[src/rtl/alu_arbiter.sv]
// alu_arbiter
// Round-robin arbiter that shares one combinational Hack ALU among NUM_REQ
// requesters. A winner's operands are latched on accept, presented to the
// external ALU for one cycle (EXEC), and the captured result is returned on
// a single response channel together with the winner's index (RESP).
//
// Ports:
//   clk, rst_n           clock, asynchronous active-low reset
//   req_valid/req_ready  per-requester handshake (req_ready is one-hot)
//   req_x, req_y         packed operands, requester i at [i*WIDTH +: WIDTH]
//   req_ctrl             packed control words {zx,nx,zy,ny,f,no}, [i*6 +: 6]
//   alu_x/alu_y/alu_ctrl registered drive into the shared ALU
//   alu_out/alu_zr/alu_ng combinational result from the shared ALU
//   rsp_*                response channel (valid/ready, id, data, flags)
//   busy                 high whenever the FSM is not IDLE
module alu_arbiter #(
    parameter int NUM_REQ = 4,
    parameter int WIDTH   = 16,
    parameter int ID_W    = $clog2(NUM_REQ)
) (
    input  logic                     clk,
    input  logic                     rst_n,
    input  logic [NUM_REQ-1:0]       req_valid,
    input  logic [NUM_REQ*WIDTH-1:0] req_x,
    input  logic [NUM_REQ*WIDTH-1:0] req_y,
    input  logic [NUM_REQ*6-1:0]     req_ctrl,
    output logic [NUM_REQ-1:0]       req_ready,
    output logic [WIDTH-1:0]         alu_x,
    output logic [WIDTH-1:0]         alu_y,
    output logic [5:0]               alu_ctrl,
    input  logic [WIDTH-1:0]         alu_out,
    input  logic                     alu_zr,
    input  logic                     alu_ng,
    output logic                     rsp_valid,
    output logic [ID_W-1:0]          rsp_id,
    output logic [WIDTH-1:0]         rsp_data,
    output logic                     rsp_zr,
    output logic                     rsp_ng,
    input  logic                     rsp_ready,
    output logic                     busy
);

    localparam logic [1:0] S_IDLE = 2'd0;
    localparam logic [1:0] S_EXEC = 2'd1;
    localparam logic [1:0] S_RESP = 2'd2;

    logic [1:0]       state_q, state_d;
    logic [ID_W-1:0]  ptr_q, ptr_d;
    logic [ID_W-1:0]  id_q;
    logic [WIDTH-1:0] x_q, y_q;
    logic [5:0]       ctrl_q;
    logic [WIDTH-1:0] data_q;
    logic             zr_q, ng_q;

    logic [ID_W-1:0]  grant;
    logic             found;
    logic             accept;
    logic [ID_W:0]    scan_sum;
    logic [ID_W-1:0]  scan_idx;

    // Unpacked views of the packed request buses so the winner can be
    // selected with a plain array index.
    logic [WIDTH-1:0] x_arr    [NUM_REQ];
    logic [WIDTH-1:0] y_arr    [NUM_REQ];
    logic [5:0]       ctrl_arr [NUM_REQ];

    genvar gi;
    generate
        for (gi = 0; gi < NUM_REQ; gi++) begin : g_unpack
            assign x_arr[gi]    = req_x[gi*WIDTH +: WIDTH];
            assign y_arr[gi]    = req_y[gi*WIDTH +: WIDTH];
            assign ctrl_arr[gi] = req_ctrl[gi*6 +: 6];
        end
    endgenerate

    // Scan ptr, ptr+1, ... modulo NUM_REQ; the first valid requester wins.
    // The sum is one bit wider so the modulo wrap is a single subtract.
    always_comb begin
        found    = 1'b0;
        grant    = '0;
        scan_sum = '0;
        scan_idx = '0;
        for (int k = 0; k < NUM_REQ; k++) begin
            scan_sum = {1'b0, ptr_q} + (ID_W+1)'(k);
            if (scan_sum >= (ID_W+1)'(NUM_REQ)) begin
                scan_sum = scan_sum - (ID_W+1)'(NUM_REQ);
            end
            scan_idx = scan_sum[ID_W-1:0];
            if (!found && req_valid[scan_idx]) begin
                found = 1'b1;
                grant = scan_idx;
            end
        end
    end

    // rst_n gates the accept so req_ready is held low for the whole time the
    // reset is asserted, not just after the first edge.
    assign accept = rst_n && (state_q == S_IDLE) && found;

    generate
        for (gi = 0; gi < NUM_REQ; gi++) begin : g_ready
            assign req_ready[gi] = accept && (grant == ID_W'(gi));
        end
    endgenerate

    always_comb begin
        state_d = state_q;
        ptr_d   = ptr_q;
        case (state_q)
            S_IDLE: begin
                if (accept) begin
                    state_d = S_EXEC;
                    ptr_d   = (grant == ID_W'(NUM_REQ - 1)) ? '0 : grant + ID_W'(1);
                end
            end
            S_EXEC:  state_d = S_RESP;
            S_RESP:  if (rsp_ready) state_d = S_IDLE;
            default: state_d = S_IDLE;
        endcase
    end

    always_ff @(posedge clk or negedge rst_n) begin
        if (!rst_n) begin
            state_q <= S_IDLE;
            ptr_q   <= '0;
            id_q    <= '0;
            x_q     <= '0;
            y_q     <= '0;
            ctrl_q  <= '0;
            data_q  <= '0;
            zr_q    <= 1'b0;
            ng_q    <= 1'b0;
        end else begin
            state_q <= state_d;
            ptr_q   <= ptr_d;
            if (accept) begin
                x_q    <= x_arr[grant];
                y_q    <= y_arr[grant];
                ctrl_q <= ctrl_arr[grant];
                id_q   <= grant;
            end
            if (state_q == S_EXEC) begin
                data_q <= alu_out;
                zr_q   <= alu_zr;
                ng_q   <= alu_ng;
            end
        end
    end

    assign alu_x     = x_q;
    assign alu_y     = y_q;
    assign alu_ctrl  = ctrl_q;
    assign rsp_valid = (state_q == S_RESP);
    assign rsp_id    = id_q;
    assign rsp_data  = data_q;
    assign rsp_zr    = zr_q;
    assign rsp_ng    = ng_q;
    assign busy      = (state_q != S_IDLE);

endmodule

[config.mk]
export PLATFORM = sky130hd
export DESIGN_NAME = alu_arbiter
export DESIGN_NICKNAME = d
export VERILOG_FILES = /design/src/rtl/alu_arbiter.sv
export SDC_FILE = /design/constraint.sdc
export NUM_CORES = 1
export LEC_CHECK = 0
export ABC_AREA = 1
export CORE_MARGIN = 8
export CORE_UTILIZATION = 23
export CTS_CLUSTER_DIAMETER = 40
export DETAILED_ROUTE_END_ITERATION = 10
export GPL_ROUTABILITY_DRIVEN = 1
export PLACE_DENSITY = 0.63
export SYNTH_ARGS = -nofsm -noshare
export SYNTH_HDL_FRONTEND = slang
export SYNTH_SLANG_ARGS = --single-unit
[constraint.sdc]
create_clock -name clk -period 1.85 [get_ports clk]
set_clock_uncertainty 0.05 [all_clocks]
set_input_delay 0.2775 -clock clk [delete_from_list [all_inputs] [get_ports clk]]
set_output_delay 0.2775 -clock clk [all_outputs]
set_load 0.03 [all_outputs]
==> results.tsv, run 1 <==
metric	value	unit
hold crit path type	input pin to async pin	
final setup fails	45	
DRT Wirelength	19400	um
PortBufs	240	
PwrDens	2300	mW/mm^2
max-capacitance violation count	0	
DR vias/cell	4.43	
final period utilization	1.29	
Antenna Violating Nets Remaining	0	
Vias	5221	
Worst slew margin	0.433	
Die Ht	151	um
residual DRC count	0	
R2R cell count	18	
# hold bufs at CTS	0	
Avg WL per Cell	16.5	um
Seq pwr share	0.126	
Root Driver	clkbuf_16	
overall power	0.0188	W
antenna fix cells	0	
Worst Path Required	1520	ps
Final Hold Fails	0	
Leakage	4.07	nW
Setup crit end kind	primary output	
CP arrival	2070	ps
fin crit period	2390	ps
Internal	0.00968	W
area fraction of the dominant cell type after synthesis	0.377	
io pins	241	
post-synthesis sequential area ratio	0.368	
fin area	0.00815	mm^2
worst flop-to-flop path endpoint	alu_x[3]$_DFFE_PN0P_	
Area contributors post-synth	nand2_1, dfrtp_1, nand3_1	
Max Slew Vio Count	0	
Layout Nets	1122	
antenna violations before repair	0	
HPWL Detailed	13300	um
Final Wtd Congestion	0.840	
Synth area leader	nand2_1	
dpl cell area	0.00708	mm^2
Setup Crit Path Kind	flip-flop to primary output	
Core Area	0.0180	mm^2
global-route wire length before repair	27100	um
Syn Nets	842	
gr ovfl total	0	
full die area	0.0229	mm^2
Clock Sink Count	62	
unrepaired setup endpoints after global routing	yes	
Worst-Margin Slew	851	ps
clk buf depth	2	
Peak VDD IR	0.00129	V
Synthesis Warnings	0	
number of flops mapped to enable cells by yosys	0	
status	finished, violations left	
most frequent cell after synthesis	nand2_1	
Post-Syn Instances	665	
Setup crit start	ptr_q[0]$_DFFE_PN0P_	
Worst-path clk slew	50	ps
r2r startpoint	ptr_q[0]$_DFFE_PN0P_	
Net Switching	0.00909	W
Yosys reg bits	62	
Iteration-0 DRC Markers	179	
Initial Util	0.234	
final worst slack	-545	ps
Comb pwr share	0.782	
CP Launch Type	flip-flop	
clk_lat worst skew	330	ps
All-Layer GR Usage	0.152	
H-tree depth	3	
cts bufs inserted	9	
vias in the first global route	5138	
multi-input logic area	0.00262	mm^2
Async S/R FF share, synth	1.00	
Main synth FF type	dfrtp_1	
Chip Width	151	um
CTS tree	built	
drt first pass iters	5	
maximum fanout along the worst path	8	
Net Sw Frac	0.484	
Max Clk Rate	418	MHz
failing checks	negative setup slack	
synth cell count leaders	nand2_1, nand3_1, dfrtp_1, mux2_2	
setup slack, reg-to-reg	-400	ps
FF/Latch Area	0.00155	mm^2
fraction of layout cells with a size suffix above 1	0.193	
Avg Inst Size Synth	6.33	um^2
clock share of power	0.092	
total of fill cells in the finished design	1848	
largest net degree at the start of global routing	63	
area delta synth->final	93.5	%
Netlist cell types	21	
Cell Area, Synth	0.00421	mm^2
# rows	49	
[power by group through the flow]
stage                     registers [W]  logic [W]  clock network (W)
final                           0.00237     0.0147            0.00172
after floorplan                 0.00346    0.00650                  0
after global placement          0.00235     0.0117                  0
after detailed placement        0.00235     0.0117                  0
after CTS                       0.00238     0.0129            0.00179
after global routing            0.00247     0.0160            0.00185
[worst max-delay path, stage by stage (launching register included)]
cell	delay, ps
dfrtp_2	450
buf_8	170
nand2_4	70
nand3_4	80
nand2_2	90
nor2_4	160
nand4_1	170
nand3_4	150
inv_4	60
buf_6	120
nand2_4	60
inv_2	30
buf_6	130
[what timing repair did]
| action | CTS | global route |
|---|---|---|
| buffers inserted | 12 | 8 |
| cloned | 1 | 10 |
| pin swaps | 19 | 14 |
| endpoints found under the setup margin | 48 | 47 |
| gates resized for setup | 67 | 51 |
[cell type report]
class / count / share of cell area
clock buffer: 13 / 0.0319
clock inverter: 3 / 0.00522
inverter: 17 / 0.00875
multi-input combinational: 543 / 0.321
sequential: 62 / 0.191
tap: 229 / 0.0352
timing repair buffer: 311 / 0.406
timing repair inverter: 1 / 0.000921
[per-stage QoR]
stage / utilization / worst slack [ps] / hold slack [ps] / std cells / TNS [ps]
final: 0.454 / -545 / 106 / 1179 / -15190
after global routing: 0.454 / -623 / 159 / 1179 / -20130
after CTS: 0.430 / -526 / 137 / 1163 / -13250
after detailed placement: 0.394 / -517 / 415 / 1135 / -20600
after global placement: 0.394 / -464 / 411 / 1135 / -18270
after floorplan: - / -66.4 / -68.1 / 665 / -195
[worst max path at each step]
stage | to | slack (ps) | cells after the start
5_1_grt | req_ready[1] | -620 | 13
6_report | req_ready[1] | -540 | 12
3_5_place_dp | req_ready[3] | -520 | 11
3_3_place_gp | req_ready[3] | -460 | 11
4_1_cts | req_ready[1] | -530 | 13
2_1_floorplan | req_ready[0] | -70 | 12
[state kept, by name, indices dropped and copies added (netlist names)]
register	flops
rsp_data	16
alu_y	16
rsp_ng	1
ptr_q	2
state_q	2
alu_x	16
rsp_zr	1
rsp_id	2
alu_ctrl	6
[cells by family (layout without fill, tap and decap cells)]
kind of cell,count (synthesis),count (layout),share of synthesized area
simple gates,519,519,0.493
compound gates,6,6,0.00802
buf+inv,60,345,0.0823
flops,62,62,0.368
mux,18,18,0.0481
[metal layers]
layer,global-route usage,share of wire,vias up,wire [um]
li1,-,-,2639,-
met1,0.178,0.40,2328,7810
met2,0.246,0.47,221,9050
met3,0.0633,0.11,33,2050
met4,0.0510,0.025,0,479
met5,0,0,-,0
[layout by cell type (no fill, tap or decap), types with 3 or more instances in the layout]
cell type,instances
nand2_1,379
clkdlybuf4s50_1,233
nand3_1,76
dfrtp_1,60
nand2_2,34
buf_4,34
mux2_2,18
clkbuf_16,17
buf_6,16
nand2_4,12
buf_12,12
inv_1,9
nand3_2,6
nand3_4,5
inv_2,5
buf_8,5
nor2_4,4
inv_4,3
Note: power is estimated with default switching activity, not from simulation.
==> run 2: changes to the inputs <==
--- a/config.mk
+++ b/config.mk
@@ -6,12 +6,13 @@
 export NUM_CORES = 1
 export LEC_CHECK = 0
 export ABC_AREA = 1
+export CAP_MARGIN = 25
 export CORE_MARGIN = 8
 export CORE_UTILIZATION = 23
 export CTS_CLUSTER_DIAMETER = 40
 export DETAILED_ROUTE_END_ITERATION = 10
 export GPL_ROUTABILITY_DRIVEN = 1
-export PLACE_DENSITY = 0.63
+export PLACE_DENSITY = 0.61
 export SYNTH_ARGS = -nofsm -noshare
 export SYNTH_HDL_FRONTEND = slang
 export SYNTH_SLANG_ARGS = --single-unit
==> constraint.sdc (replaced) <==
create_clock -name clk -period 3 [get_ports clk]
set_clock_uncertainty 0.05 [all_clocks]
set_input_delay 0.45 -clock clk [delete_from_list [all_inputs] [get_ports clk]]
set_output_delay 0.45 -clock clk [all_outputs]
set_load 0.03 [all_outputs]
==> results.tsv, run 2 (synthesis gave the netlist of run 1 again) <==
metric	value	unit	change
non-filler instance count after layout	1121		was 1179
Leakage	3.59	nW	was 4.07 nW
Initial Util	0.234		unchanged
drt first pass iters	5		unchanged
final hold slack	270	ps	was 106 ps
Die Ht	151	um	unchanged
# rows	49		unchanged
max-capacitance violation count	0		unchanged
vias in the first global route	5026		was 5138
number of instances in the placed design	1105		was 1135
Core Area	0.0180	mm^2	unchanged
clk buf depth	2		unchanged
Root Driver	clkbuf_16		unchanged
Setup crit end kind	primary output		unchanged
maximum fanout along the worst path	20		was 8
Net Sw Frac	0.519		was 0.484
Worst-path clk slew	60	ps	was 50 ps
# hold bufs at CTS	0		unchanged
antenna violations before repair	0		unchanged
global-route wire length before repair	26600	um	was 27100 um
Chip Width	151	um	unchanged
hold crit path type	input pin to async pin		unchanged
Worst slew margin	0.448		was 0.433
Iteration-0 DRC Markers	135		was 179
Max Clk Rate	362	MHz	
total of fill cells in the finished design	1929		was 1848
CP arrival	2260	ps	was 2070 ps
PwrDens	1270	mW/mm^2	was 2300 mW/mm^2
full die area	0.0229	mm^2	unchanged
clock share of power	0.129		was 0.092
Setup crit start	ptr_q[0]$_DFFE_PN0P_		unchanged
PortBufs	240		unchanged
CP Launch Type	flip-flop		unchanged
Peak VDD IR	0.000892	V	was 0.00129 V
antenna fix cells	0		unchanged
residual DRC count	0		unchanged
setup slack, reg-to-reg	680	ps	was -400 ps
Setup Crit Path Kind	flip-flop to primary output		unchanged
HPWL Detailed	12400	um	was 13300 um
Setup TNS	0	ps	was -15190 ps
Comb pwr share	0.710		was 0.782
Final Wtd Congestion	0.800		was 0.840
cts bufs inserted	9		unchanged
largest net degree at the start of global routing	63		unchanged
final setup fails	0		was 45
Final Hold Fails	0		unchanged
fin area	0.00712	mm^2	was 0.00815 mm^2
CP peak stage delay	480	ps	was 450 ps
Clock Sink Count	62		unchanged
Internal	0.00434	W	was 0.00968 W
fin crit period	2760	ps	
Critical Path, Cell by Cell	inv_2 > nand2_1 > nand3_1 > nand2_1 > nor2_2 > nand3_2 > nand2_2 > buf_4 > nor2_1 > buf_4		was buf_8 > nand2_4 > nand3_4 > nand2_2 > nor2_4 > nand4_1 > nand3_4 > inv_4 > buf_6 > nand2_4 > inv_2 > buf_6
Vias	4893		was 5221
most common cell after layout, fill and taps aside	nand2_1		unchanged
Worst path slowest cell	dfrtp_2		unchanged
Max Slew Vio Count	0		unchanged
Net Switching	0.00469	W	was 0.00909 W
H-tree depth	3		unchanged
All-Layer GR Usage	0.147		was 0.152
DR vias/cell	4.36		was 4.43
Worst Path Required	2500	ps	was 1520 ps
worst flop-to-flop path endpoint	alu_x[2]$_DFFE_PN0P_		was alu_x[3]$_DFFE_PN0P_
fraction of layout cells with a size suffix above 1	0.0717		was 0.193
io pins	241		unchanged
dpl cell area	0.00679	mm^2	was 0.00708 mm^2
R2R cell count	14		was 18
gr ovfl total	0		unchanged
final period utilization	0.920		
clk_lat worst skew	330	ps	about the same
commonest cells after routing, fill and taps aside	nand2_1, clkdlybuf4s50_1, nand3_1		unchanged
area delta synth->final	69.0	%	was 93.5%
Seq pwr share	0.161		was 0.126
DRT Wirelength	16700	um	was 19400 um
Layout Nets	1064		was 1122
Worst-Margin Slew	829	ps	was 851 ps
Avg WL per Cell	14.9	um	was 16.5 um
Antenna Violating Nets Remaining	0		unchanged
r2r startpoint	ptr_q[0]$_DFFE_PN0P_		unchanged
status	finished clean		was finished, violations left
unrepaired setup endpoints after global routing	no		was yes
CTS tree	built		unchanged
run 2: cell count changes in the layout (fill, tap and decap cells not counted), sizes merged, moves of 2 or more:
cell	change
clkinvlp	-2
clkinv	+2
buf	-49
inv	+2
clkbuf	-12
clkdlybuf4s50	+2
run 2: area by class of cell:
cell class                      instances  area, um^2  share of cell area
Timing Repair Buffer                  254        2560               0.359
Multi-Input combinational cell        543        2330               0.327
Sequential cell                        62        1550               0.218
Tap cell                              229         287              0.0403
Clock buffer                            9         225              0.0316
Clock inverter                          7         104              0.0146
Inverter                               17        63.8             0.00896
run 2: through the flow:
stage          total power (W)  worst slack, ps   util
2_1_floorplan          0.00599              670      -
3_3_place_gp           0.00802              348  0.378
3_5_place_dp           0.00804              290  0.378
4_1_cts                0.00926              137  0.396
5_1_grt                 0.0100             33.1  0.396
6_report               0.00903              239  0.396
run 2: power by group through the flow:
stage               Combinational [W]  Sequential [W]  Clock (W)
detailed placement            0.00658         0.00146          0
global placement              0.00656         0.00146          0
CTS                           0.00659         0.00146    0.00121
floorplan                     0.00386         0.00213          0
finish                        0.00641         0.00146    0.00116
global route                  0.00725         0.00152    0.00124
run 2: worst max-delay path by stage:
stage	to	slack [ps]	depth (start not counted)
6_report	req_ready[0]	240	10
5_1_grt	req_ready[0]	30	10
4_1_cts	req_ready[0]	140	11
3_5_place_dp	req_ready[0]	290	11
3_3_place_gp	req_ready[0]	350	11
2_1_floorplan	req_ready[0]	670	11
run 2: repair_timing:
item | 4_1_cts | 5_1_grt
setup endpoints to repair | 0 | 1
buffers inserted | 0 | 0
resized for setup | 0 | 1
run 2: critical path, delay by kind of cell, from the launching register on:
kind          cells  cell delay (ps)
simple gates      7              830
buf+inv           3              620
flops             1              480
run 2: per-layer routing:
metal,track usage,vias up,wire length [um]
met4,0.0421,0,190
li1,-,2508,-
met3,0.0547,12,1670
met2,0.237,180,7790
met1,0.179,2193,7090
met5,0,-,0
